File: src/rtl/key_note_encoder.sv
// key_note_encoder: synchronises and debounces eight piano keys, priority-encodes
// the clean key vector into a 4-bit note code and pulses note_strobe on every
// change of that code.
module key_note_encoder #(
  parameter int unsigned DEBOUNCE   = 32'd1000000,
  parameter int unsigned CNT_W      = 32'd20,
  parameter bit          KEY_ACT_HI = 1'b1
) (
  input  logic       CLK,
  input  logic       RESET,
  input  logic [7:0] KEY,
  output logic [3:0] note,
  output logic       note_strobe,
  output logic [7:0] stable_keys
);

  // Synchroniser idle level: whatever reads as "not pressed" after polarity
  localparam logic [7:0]       SYNC_IDLE = KEY_ACT_HI ? 8'h00 : 8'hFF;
  localparam logic [CNT_W-1:0] CNT_LAST  = CNT_W'(DEBOUNCE - 32'd1);
  localparam logic [CNT_W-1:0] CNT_ZERO  = {CNT_W{1'b0}};
  localparam logic [CNT_W-1:0] CNT_ONE   = CNT_W'(32'd1);

  logic [7:0]       sync1_r;
  logic [7:0]       sync2_r;
  logic [7:0]       pressed_s;
  logic [CNT_W-1:0] cnt_r [8];
  logic [3:0]       enc_s;

  // Two-flop synchroniser for every raw key line
  always_ff @(posedge CLK or posedge RESET) begin
    if (RESET) begin
      sync1_r <= SYNC_IDLE;
      sync2_r <= SYNC_IDLE;
    end else begin
      sync1_r <= KEY;
      sync2_r <= sync1_r;
    end
  end

  // Apply key polarity after synchronisation so that 1 always means pressed
  always_comb begin
    if (KEY_ACT_HI) begin
      pressed_s = sync2_r;
    end else begin
      pressed_s = ~sync2_r;
    end
  end

  // Per-key debounce: accept a new level only after DEBOUNCE consecutive differing samples
  always_ff @(posedge CLK or posedge RESET) begin
    if (RESET) begin
      stable_keys <= 8'h00;
      for (int i = 0; i < 8; i++) begin
        cnt_r[i] <= CNT_ZERO;
      end
    end else begin
      for (int i = 0; i < 8; i++) begin
        if (pressed_s[i] == stable_keys[i]) begin
          cnt_r[i] <= CNT_ZERO;
        end else if (cnt_r[i] == CNT_LAST) begin
          stable_keys[i] <= pressed_s[i];
          cnt_r[i]       <= CNT_ZERO;
        end else begin
          cnt_r[i] <= cnt_r[i] + CNT_ONE;
        end
      end
    end
  end

  // Priority encoder: lowest pressed key index wins, code is index+1, 0 when idle
  always_comb begin
    enc_s = 4'd0;
    for (int i = 7; i >= 0; i--) begin
      enc_s = stable_keys[i] ? 4'(i + 1) : enc_s;
    end
  end

  // Registered note code plus a one-cycle strobe whenever the code changes
  always_ff @(posedge CLK or posedge RESET) begin
    if (RESET) begin
      note        <= 4'd0;
      note_strobe <= 1'b0;
    end else begin
      note        <= enc_s;
      note_strobe <= (enc_s != note);
    end
  end

endmodule
File: config.mk
export PLATFORM = sky130hd
export DESIGN_NAME = key_note_encoder
export DESIGN_NICKNAME = d
export VERILOG_FILES = /design/src/rtl/key_note_encoder.sv
export SDC_FILE = /design/constraint.sdc
export NUM_CORES = 1
export LEC_CHECK = 0
export BUFFER_PORTS_ARGS = -buffer_cell sky130_fd_sc_hd__buf_2
export CAP_MARGIN = 0
export CORE_ASPECT_RATIO = 0.5
export CORE_MARGIN = 2
export CORE_UTILIZATION = 30
export DETAILED_ROUTE_END_ITERATION = 10
export PLACE_DENSITY = 0.47
export SYNTH_ARGS = -nofsm -noshare
export SYNTH_HDL_FRONTEND = slang
export SYNTH_SLANG_ARGS = --single-unit
File: constraint.sdc
create_clock -name CLK -period 11.5 [get_ports CLK]
set_clock_uncertainty 0.05 [all_clocks]
set_input_delay 1.725 -clock CLK [delete_from_list [all_inputs] [get_ports CLK]]
set_output_delay 1.725 -clock CLK [all_outputs]
set_load 0.02 [all_outputs]
==> impl_metrics.toml, run 1 <==
[route]
detail_route.wl_per_cell_um = 12.4
first_pass_iters = 4
drc = 0
drtIter0Drc = 481
viasPerCell = 4.53
vias = 5785
wirelength_um = 15900
ant_nets = 0

[cells_and_area]
final_layout_size_suffix_gt1_share_pct = 8.00
fillers = 2870
antennaDiodeCount = 0
syn2layout_area_growth_pct = 12.7
finish.utilization_pct = 34.1
mostFrequentLayoutCell = "dfrtp_1"
nNetsFinal = 893
final_cell_mix = "dfrtp_1, nor2_1, xor2_1, nand3_1, xnor2_1"
fin_area_um2 = 9810
final_cells = 1278

[logic_synthesis]
ys_warn_count = 0
synth_top_family_by_area = "simple AND/OR/NAND/NOR gates"
syn_area_um2 = 8710
synth.distinct_cells = 39
synthSimpleGateAreaFrac_pct = 26.0
synth-seq-cells = 189
ys_seq_area_share_pct = 54.3
synth-xor-area-share_pct = 15.2
synth_mux_area_share_pct = 0.905
synth_nets = 870
avgSynthCellArea_um2 = 10.2
synth_compound_area_share_pct = 0.732
synth_adder_area_share_pct = 1.15
netlist_instances = 852

[timing]
timing.slew.headroom_pct = 37.5
slew_viol_final = 0
max_freq_mhz = 337
hold_viol_final = 0
setup_viol = 0
fin_ws_ns = 8.53
finalCriticalPeriod_ns = 2.97
fin_setup_tns_ns = 0
period_share_pct = 25.8
tightest_slew_ns = 0.938
grt_setup_unrepaired = "false"
worst_hold_slack_ns = 0.301

[die]
dieWidth_um = 245
ioPinCount = 23
die_area_um2 = 30500
core_area_um2 = 28800
rows = 44
start_util_pct = 30.3
dieHeight_um = 125

[clocking]
ctsResizeCount = 0
cts_setup_buffers = 0
clockBufferDepth = 2
path_clk_slew_ns = 0.07
cts_root_buf = "clkbuf_16"
ctsHoldBuffers = 0
cts_tree = "done"
clock-sinks = 189
h-tree-depth = 4
cts_buffers = 17
clkLatencyLatePin_ns = 0.44

[pwr]
ir_worst_vdd_mv = 0.0836
power_density_nw_per_um2 = 134
leakage_nw = 4.27
total_power_mw = 1.31

[grt]
grt_pass1_wl_um = 28700
antenna_found_initial = 0
grt_pass1_vias = 5900
grt_overflow = 0
use_met2_pct = 18.2
grt_max_degree = 115
grt_usage_pct = 11.4
use_met3_pct = 2.59
met1_usage_pct = 15.4
grt.busiest_layer = "met2"

[setup_path]
critPathKind = "in -> async"
worstPathArrival_ns = 3.35
crit_path_max_fanout = 114
critPathRequiredTime_ns = 11.88
startpoint_type = "input port"
end_kind = "async pin"

[run_status]
outcome = "finished clean"

[place]
dp_hpwl_um = 10200
postPlaceCellArea_um2 = 9240
port_buffers = 22
gp_congestion = 0.750
dp_slack_ns = 7.92
post-place-cells = 1247

[worst_hold_path]
hold_path.class = "reg -> reg"

[run]
max_cap_viol_count = 0
[logic make-up after synthesis]
| family | after synthesis |
|---|---|
| DFF | 189 |
| AOI/OAI and AO/OA | 10 |
| muxes | 7 |
| xor gates and xnor gates | 151 |
| and+or+nand+nor | 453 |
| buffers and inverters | 34 |
| adders and majority gates | 8 |
[power breakdown]
part           internal, mW  switching, mW  leakage, nW  total [mW]
combinational       0.00977         0.0283         1.41      0.0381
clock                 0.326          0.264        0.275       0.590
sequential            0.674        0.00877         2.58       0.683
total                  1.01          0.301         4.27        1.31
[cells in the mapped netlist]
library cell    n  share of area (%)
a311oi_1        1               0.10
nand4_1        28                2.0
a21oi_1         2               0.11
or4b_1          1               0.11
or2b_2          1               0.10
o21ai_0         4               0.23
buf_2           7               0.40
or3_1           2               0.14
nor2b_1         3               0.22
nand2_1        53                2.3
and3_1         30                2.2
dfrtp_1       189                 54
inv_1          14               0.60
a221oi_1        1               0.10
nand4b_1        4               0.40
nor3_1         20                1.1
o32ai_1         1               0.10
nand2b_1        4               0.29
o31ai_1         1              0.086
and4b_1         1               0.11
xor2_1         97                9.8
clkbuf_1       11               0.47
or4_1           1              0.086
nor4_1         16                1.1
and4_1         23                2.3
nand4_2         1               0.14
nor4bb_1        3               0.34
mux2_2          7               0.90
nor4b_1         5               0.50
ha_1            8                1.1
nor4_2          1               0.14
or2_2           5               0.36
and2_1          4               0.29
nor3b_1         2               0.17
nor2_1        181                7.8
nand3_1        62                3.6
nand3b_1        2               0.17
buf_6           2               0.26
xnor2_1        54                5.4
[path summary, 6_finish.rpt]
path,from,end,slack (ns),cells past startpoint
hold / removal,sync1_r[3],pressed_s[3],0.30,0
hold reg to reg,sync1_r[3],pressed_s[3],0.30,0
min in group asynchronous,RESET,note_strobe,1.39,2
max in group CLK,stable_keys[6],stable_keys[6],8.54,1
setup reg to reg,cnt_r[80],cnt_r[84],9.31,6
setup / recovery,RESET,cnt_r[27],8.53,3
[layout make-up]
| class | instances | area, µm² | share of cell area, % |
|---|---|---|---|
| flip-flops and latches | 189 | 4730 | 48.2 |
| multi-input cells | 629 | 3830 | 39.0 |
| well taps | 391 | 489 | 4.98 |
| clock buffers | 18 | 439 | 4.47 |
| clock inverters | 13 | 140 | 1.43 |
| repair buffers | 24 | 125 | 1.27 |
| inverters | 14 | 60.1 | 0.612 |
[registers in the layout, summed over array words and instances (netlist names)]
signal	cells
stable_keys	8
note	4
note_strobe	1
pressed_s	8
cnt_r	160
sync1_r	8
[worst max-delay path, cell delays in order]
cell and delay [ns]:
buf_2 0.13, inv_8 0.54, buf_4 0.87
[per-layer routing]
layer  vias to the layer above  wire, µm
met5                         -         0
met4                         0       159
met3                        10       338
met2                        37      7350
met1                      2817      8030
li1                       2921         -
Power figures use the tool's default switching activity.
==> run 2: changes to the inputs <==
--- a/config.mk
+++ b/config.mk
@@ -5,6 +5,7 @@
 export SDC_FILE = /design/constraint.sdc
 export NUM_CORES = 1
 export LEC_CHECK = 0
+export ABC_AREA = 1
 export BUFFER_PORTS_ARGS = -buffer_cell sky130_fd_sc_hd__buf_2
 export CAP_MARGIN = 0
 export CORE_ASPECT_RATIO = 0.5
==> constraint.sdc (replaced) <==
create_clock -name CLK -period 2.8 [get_ports CLK]
set_clock_uncertainty 0.05 [all_clocks]
set_input_delay 0.42 -clock CLK [delete_from_list [all_inputs] [get_ports CLK]]
set_output_delay 0.42 -clock CLK [all_outputs]
set_load 0.02 [all_outputs]
==> run 2 against run 1 <==
Sequential power rose to 4.1 times the previous value. Global-route usage up 0.80 points. Clock-buffer cell count unchanged. Clock power rose to 4.4 times the previous value. Area after synthesis up 14%. Highest routed layer unchanged. Synthesized cell count increased by 49%. Die area is 14% higher. Critical path type is now reg -> out. Largest power group unchanged. Combinational power grew to 4.9 times the previous value. Sequential share of layout area is 6.4 points lower. Utilization increased by 0.44 points.
==> impl_metrics.toml, run 2 <==
[grt]
grt_max_degree = 73
grt_pass1_vias = 7389
antenna_found_initial = 0
grt_usage_pct = 12.2
grt_pass1_wl_um = 34500
grt_overflow = 0

[die]
dieWidth_um = 261
core_area_um2 = 32800
ioPinCount = 23
dieHeight_um = 133
rows = 47
die_area_um2 = 34700
start_util_pct = 30.3

[route]
drtIter0Drc = 502
drc = 0
viasPerCell = 4.30
wl_met1_um = 9890
ant_nets = 0
vias = 7615
wirelength_um = 19600
route.met3.wl_um = 396
dr.max_layer_used = "met4"
first_pass_iters = 4
detail_route.wl_per_cell_um = 11.1
met2_length_um = 9010

[clocking]
clockBufferDepth = 2
h-tree-depth = 4
ctsResizeCount = 0
cts_root_buf = "clkbuf_16"
path_clk_slew_ns = 0.07
clkLatencyLatePin_ns = 0.46
cts_setup_buffers = 0
clock-sinks = 189
cts_tree = "done"
ctsHoldBuffers = 6
cts_buffers = 17

[cells_and_area]
nNetsFinal = 1335
final_layout_size_suffix_gt1_share_pct = 11.8
antennaDiodeCount = 0
largest_register_ffs = 160
finish.utilization_pct = 34.5
fillers = 3461
mostFrequentLayoutCell = "nor2_1"
top_register = "cnt_r"
final_cell_mix = "nor2_1, nand2_1, dfrtp_1, inv_1, nand3_1"
syn2layout_area_growth_pct = 14.1

[logic_synthesis]
ys_warn_count = 0
netlist_instances = 1267
synth_edf_count = 0
ys.flop_type = "dfrtp_1"
synth-seq-cells = 189
synth_common_cells = "nor2_1, nand2_1, dfrtp_1"
synth_top_area_share_pct = 47.6
avgSynthCellArea_um2 = 7.84
yosysTopAreaCell = "dfrtp_1"
synthArstFlopShare_pct = 100
synth.distinct_cells = 25
yosysMostFrequentCell = "nor2_1"
synth_nets = 1285
syn_area_um2 = 9930
yosys-top-cells-area = "dfrtp_1, nor2_1, nand2_1"
ys_seq_area_share_pct = 47.6

[setup_path]
critPathRequiredTime_ns = 2.33
crit_family = "flip-flops"
crit_path_max_fanout = 6
critPathSlowestCell = "dfrtp_1"
worst-path-buf-inv = 1
startpoint_type = "flip-flop"
end_kind = "output pin"
worstPathArrival_ns = 1.20
critPathKind = "reg -> out"
slowest_delay_ns = 0.52
path_cells = "buf_2"

[timing]
max_freq_mhz = 597
timing.slew.headroom_pct = 56.9
slew_viol_final = 0
period_share_pct = 59.8
worst_hold_slack_ns = 0.0347
finalCriticalPeriod_ns = 1.67
setup_viol = 0
tightest_slew_ns = 0.645
hold_viol_final = 0
grt_setup_unrepaired = "false"
fin_ws_ns = 1.13

[place]
dp_slack_ns = 1.18
port_buffers = 22
gp_congestion = 0.812
dp_hpwl_um = 14700

[run]
max_cap_viol_count = 0

[pwr]
leakage_nw = 5.01
power_density_nw_per_um2 = 492
ir_worst_vdd_mv = 0.464
total_power_mw = 5.57

[worst_hold_path]
hold_path.class = "in -> reg"

[run_status]
outcome = "finished clean"
==> run 2: cell count changes after synthesis, moves of 19 or more <==
cell     change
and3_1      -30
and4_1      -23
inv_1      +124
nand2_1    +218
nand2_2     +25
nand3_1     +19
nor2_1     +133
nor2_2      +25
xnor2_1     -37
xor2_1      -30
==> run 2: cell type report <==
cell class / instances / area, µm² / area share (%)
Tap cell: 441 / 552 / 4.87
Clock buffer: 18 / 439 / 3.88
Sequential cell: 189 / 4730 / 41.7
Timing Repair Buffer: 31 / 218 / 1.92
Clock inverter: 14 / 186 / 1.65
Multi-Input combinational cell: 929 / 4640 / 41.0
Inverter: 149 / 563 / 4.97
==> run 2: where the power goes <==
part / total [mW] / switching [mW] / internal [mW]
registers: 2.80 / 0.0310 / 2.77
logic: 0.186 / 0.133 / 0.0526
clock network: 2.59 / 1.14 / 1.45
total: 5.57 / 1.30 / 4.27
==> run 2: kinds of logic (layout without fill, tap and decap cells) <==
| family | after synthesis | after routing | share of synthesized area, % |
|---|---|---|---|
| AND/OR/NAND/NOR | 806 | 806 | 36.7 |
| flip-flops | 189 | 189 | 47.6 |
| buffers and inverters | 149 | 212 | 5.63 |
| XOR/XNOR | 84 | 84 | 7.41 |
| AO/OA/AOI/OAI | 31 | 31 | 1.65 |
| adder cells (fa/ha/maj) | 8 | 8 | 1.01 |
==> run 2: path summary, 6_finish.rpt <==
| path | start | end | slack (ns) | cells after the start |
|---|---|---|---|---|
| worst max-delay path | stable_keys[6] | stable_keys[6] | 1.13 | 1 |
| worst min-delay path | KEY[5] | sync1_r[5] | 0.03 | 1 |
| worst max register to register | cnt_r[120] | cnt_r[139] | 1.18 | 8 |
| worst min register to register | sync1_r[3] | pressed_s[3] | 0.30 | 0 |
| max in group asynchronous | RESET | cnt_r[32] | 1.33 | 4 |
| min in group asynchronous | RESET | cnt_r[99] | 0.55 | 3 |
==> run 2: metrics by stage <==
stage / setup TNS [ns] / instance area, µm² / std cells
after floorplan: -19.75 / 9930 / 1267
after global placement: 0 / 10600 / 1733
after detailed placement: 0 / 10600 / 1733
after CTS: 0 / 11300 / 1771
after global routing: 0 / 11300 / 1771
final: 0 / 11300 / 1771
==> run 2: worst register-to-register path: cells and delay by family, from the launching register on <==
| family | cells | cell delay, ns |
|---|---|---|
| AND/OR/NAND/NOR | 6 | 0.77 |
| buffers and inverters | 1 | 0.11 |
| adder cells (fa/ha/maj) | 1 | 0.21 |
| flip-flops | 1 | 0.37 |
==> run 2: metal layers <==
layer	track usage, %	up-vias
li1	-	4013
met1	16.5	3519
met2	19.4	61
met3	2.07	22
met4	4.83	0
met5	0	-
==> run 3: changes to the inputs <==
--- a/config.mk
+++ b/config.mk
@@ -12,7 +12,7 @@
 export CORE_MARGIN = 2
 export CORE_UTILIZATION = 30
 export DETAILED_ROUTE_END_ITERATION = 10
-export PLACE_DENSITY = 0.47
+export PLACE_DENSITY = 0.49
 export SYNTH_ARGS = -nofsm -noshare
 export SYNTH_HDL_FRONTEND = slang
 export SYNTH_SLANG_ARGS = --single-unit
==> constraint.sdc (replaced) <==
create_clock -name CLK -period 1.5 [get_ports CLK]
set_clock_uncertainty 0.05 [all_clocks]
set_input_delay 0.225 -clock CLK [delete_from_list [all_inputs] [get_ports CLK]]
set_output_delay 0.225 -clock CLK [all_outputs]
set_load 0.02 [all_outputs]
==> run 3 against run 2 <==
Clock-buffer cell count unchanged. Wire length increased by 6.6%. Utilization rose by 3.6 points. Largest cell class is now multi-input gates. Die area stayed put. Global-route usage up 0.66 points. Cell area rose by 10%. Clock power up 78%. Combinational power increased to 3.0 times the previous value. Largest power group unchanged. Sequential share of layout area down 3.9 points. Sequential cell count unchanged. First-iteration DRC count decreased by 17%. Register-to-register slack worse by 1.1 ns.
==> impl_metrics.toml, run 3 (same netlist as run 2, synthesis figures left out) <==
[run_status]
outcome = "finished clean"

[pwr]
p_switching_mw = 2.58
leakage_nw = 5.69
clkPwrFrac_pct = 44.3
power.internal_mw = 7.81
comb_power_share_pct = 5.3
seq_power_share_pct = 50.4
p_sw_share_pct = 24.9
ir_worst_vdd_mv = 0.654
power_density_nw_per_um2 = 830

[route]
drc = 0
first_pass_iters = 4
viasPerCell = 4.38
wirelength_um = 20900
detail_route.wl_per_cell_um = 11.3
drtIter0Drc = 417
vias = 8103
ant_nets = 0

[grt]
antenna_found_initial = 0
grt_max_degree = 39
grt.busiest_layer = "met2"
use_met2_pct = 21.1
grt_pass1_vias = 7873
grt_pass1_wl_um = 36600
grt_overflow = 0
grt_usage_pct = 12.8
use_met3_pct = 3.12
met1_usage_pct = 17.0

[die]
dieWidth_um = 261
core_area_um2 = 32800
dieHeight_um = 133
start_util_pct = 30.3
ioPinCount = 23
die_area_um2 = 34700
rows = 47

[clocking]
clkLatencyLatePin_ns = 0.45
cts_buffers = 17
path_clk_slew_ns = 0.08
clock-sinks = 189
cts_tree = "done"
cts_root_buf = "clkbuf_16"
clockBufferDepth = 2
h-tree-depth = 4

[place]
port_buffers = 22
dp_hpwl_um = 15200
gp_congestion = 0.837

[timing]
hold_viol_final = 0
grt_setup_unrepaired = "true"
tightest_slew_ns = 0.541
period_share_pct = 97.7
max_freq_mhz = 683
timing.slew.headroom_pct = 63.8
worst_hold_slack_ns = 0.301
setup_viol = 0
fin_setup_tns_ns = 0
slew_viol_final = 0
finalCriticalPeriod_ns = 1.47

[cells_and_area]
fillers = 3378
antennaDiodeCount = 0
syn2layout_area_growth_pct = 26.0
nNetsFinal = 1416
top_register = "cnt_r"
final_cell_mix = "nor2_1, nand2_1, dfrtp_1, inv_1"
final_layout_size_suffix_gt1_share_pct = 22.0
mostFrequentLayoutCell = "nor2_1"
largest_register_ffs = 160
finish.utilization_pct = 38.1

[setup_path]
critPathKind = "reg -> reg"
slowest_delay_ns = 0.40
crit_path_max_fanout = 8
critPathSlowestCell = "dfrtp_1"
worstPathArrival_ns = 1.74
end_kind = "flip-flop"
startpoint_type = "flip-flop"
path_cells = "ha_4 -> nand2_4 -> nor3_4 -> nand3_2 -> nand2_4 -> buf_6 -> nor3_1"
crit_path_frequent_cell = "nand2_4"
critPathRequiredTime_ns = 1.77

[worst_hold_path]
hold_path.class = "reg -> reg"

[run]
max_cap_viol_count = 0
run 3: cell count changes in the layout (fill, tap and decap cells not counted), sizes merged:
cell / before / now
buf: 25 / 103
bufinv: 3 / 1
clkinvlp: 5 / 4
dlygate4sd3: 6 / 9
inv: 151 / 154
run 3: stage by stage:
| step | worst slack [ns] | total power, mW | std cells | instance area [µm²] |
|---|---|---|---|---|
| 2_1_floorplan | -1.21 | 5.55 | 1267 | 9930 |
| 3_3_place_gp | -0.0232 | 5.76 | 1780 | 11100 |
| 3_5_place_dp | -0.0535 | 5.77 | 1780 | 11100 |
| 4_1_cts | -0.00653 | 10.5 | 1830 | 11900 |
| 5_1_grt | -0.0726 | 10.9 | 1852 | 12500 |
| 6_report | 0.0348 | 10.4 | 1852 | 12500 |
run 3: layer usage:
layer	share of wire, %	up-vias
met1	49	3840
met5	0	-
met3	2.6	14
met2	47	62
met4	0.83	0
li1	-	4187
run 3: cell type report:
class                   count  area (µm²)  share of cell area [%]
multi-input cells         929        5130                    41.0
clock buffers              18         439                    3.51
clock inverters            14         153                    1.22
inverters                 149         573                    4.58
well taps                 441         552                    4.41
repair buffers            112         922                    7.37
flip-flops and latches    189        4740                    37.9
run 3: worst max-delay path, delay by kind of cell, from the launching register on:
family | cells | cell delay (ns)
buffers and inverters | 1 | 0.11
DFF | 1 | 0.40
and+or+nand+nor | 5 | 0.61
adders and majority gates | 1 | 0.17
run 3: path summary, 6_finish.rpt:
path | depth (start not counted) | from | end | slack, ns
max in group asynchronous | 4 | RESET | cnt_r[109] | 0.49
hold reg to reg | 0 | sync1_r[0] | pressed_s[0] | 0.30
setup / recovery | 7 | cnt_r[41] | cnt_r[46] | 0.03
setup reg to reg | 7 | cnt_r[41] | cnt_r[46] | 0.03
min in group asynchronous | 3 | RESET | sync1_r[3] | 0.32
hold / removal | 0 | sync1_r[0] | pressed_s[0] | 0.30
run 3: repair_timing:
| item | CTS | global route |
|---|---|---|
| buffers inserted | 9 | 22 |
| setup endpoints to repair | 46 | 101 |
| hold endpoints to repair | 13 | 0 |
| pin swaps | 7 | 51 |
| gates resized for setup | 17 | 121 |
| hold buffers | 9 | 0 |
run 3: power by group through the flow:
stage	clock, mW	sequential, mW	combinational [mW]
after floorplan	0	5.31	0.242
after CTS	4.78	5.21	0.498
after detailed placement	0	5.32	0.455
final	4.60	5.24	0.550
after global placement	0	5.31	0.447
after global routing	5.00	5.25	0.631
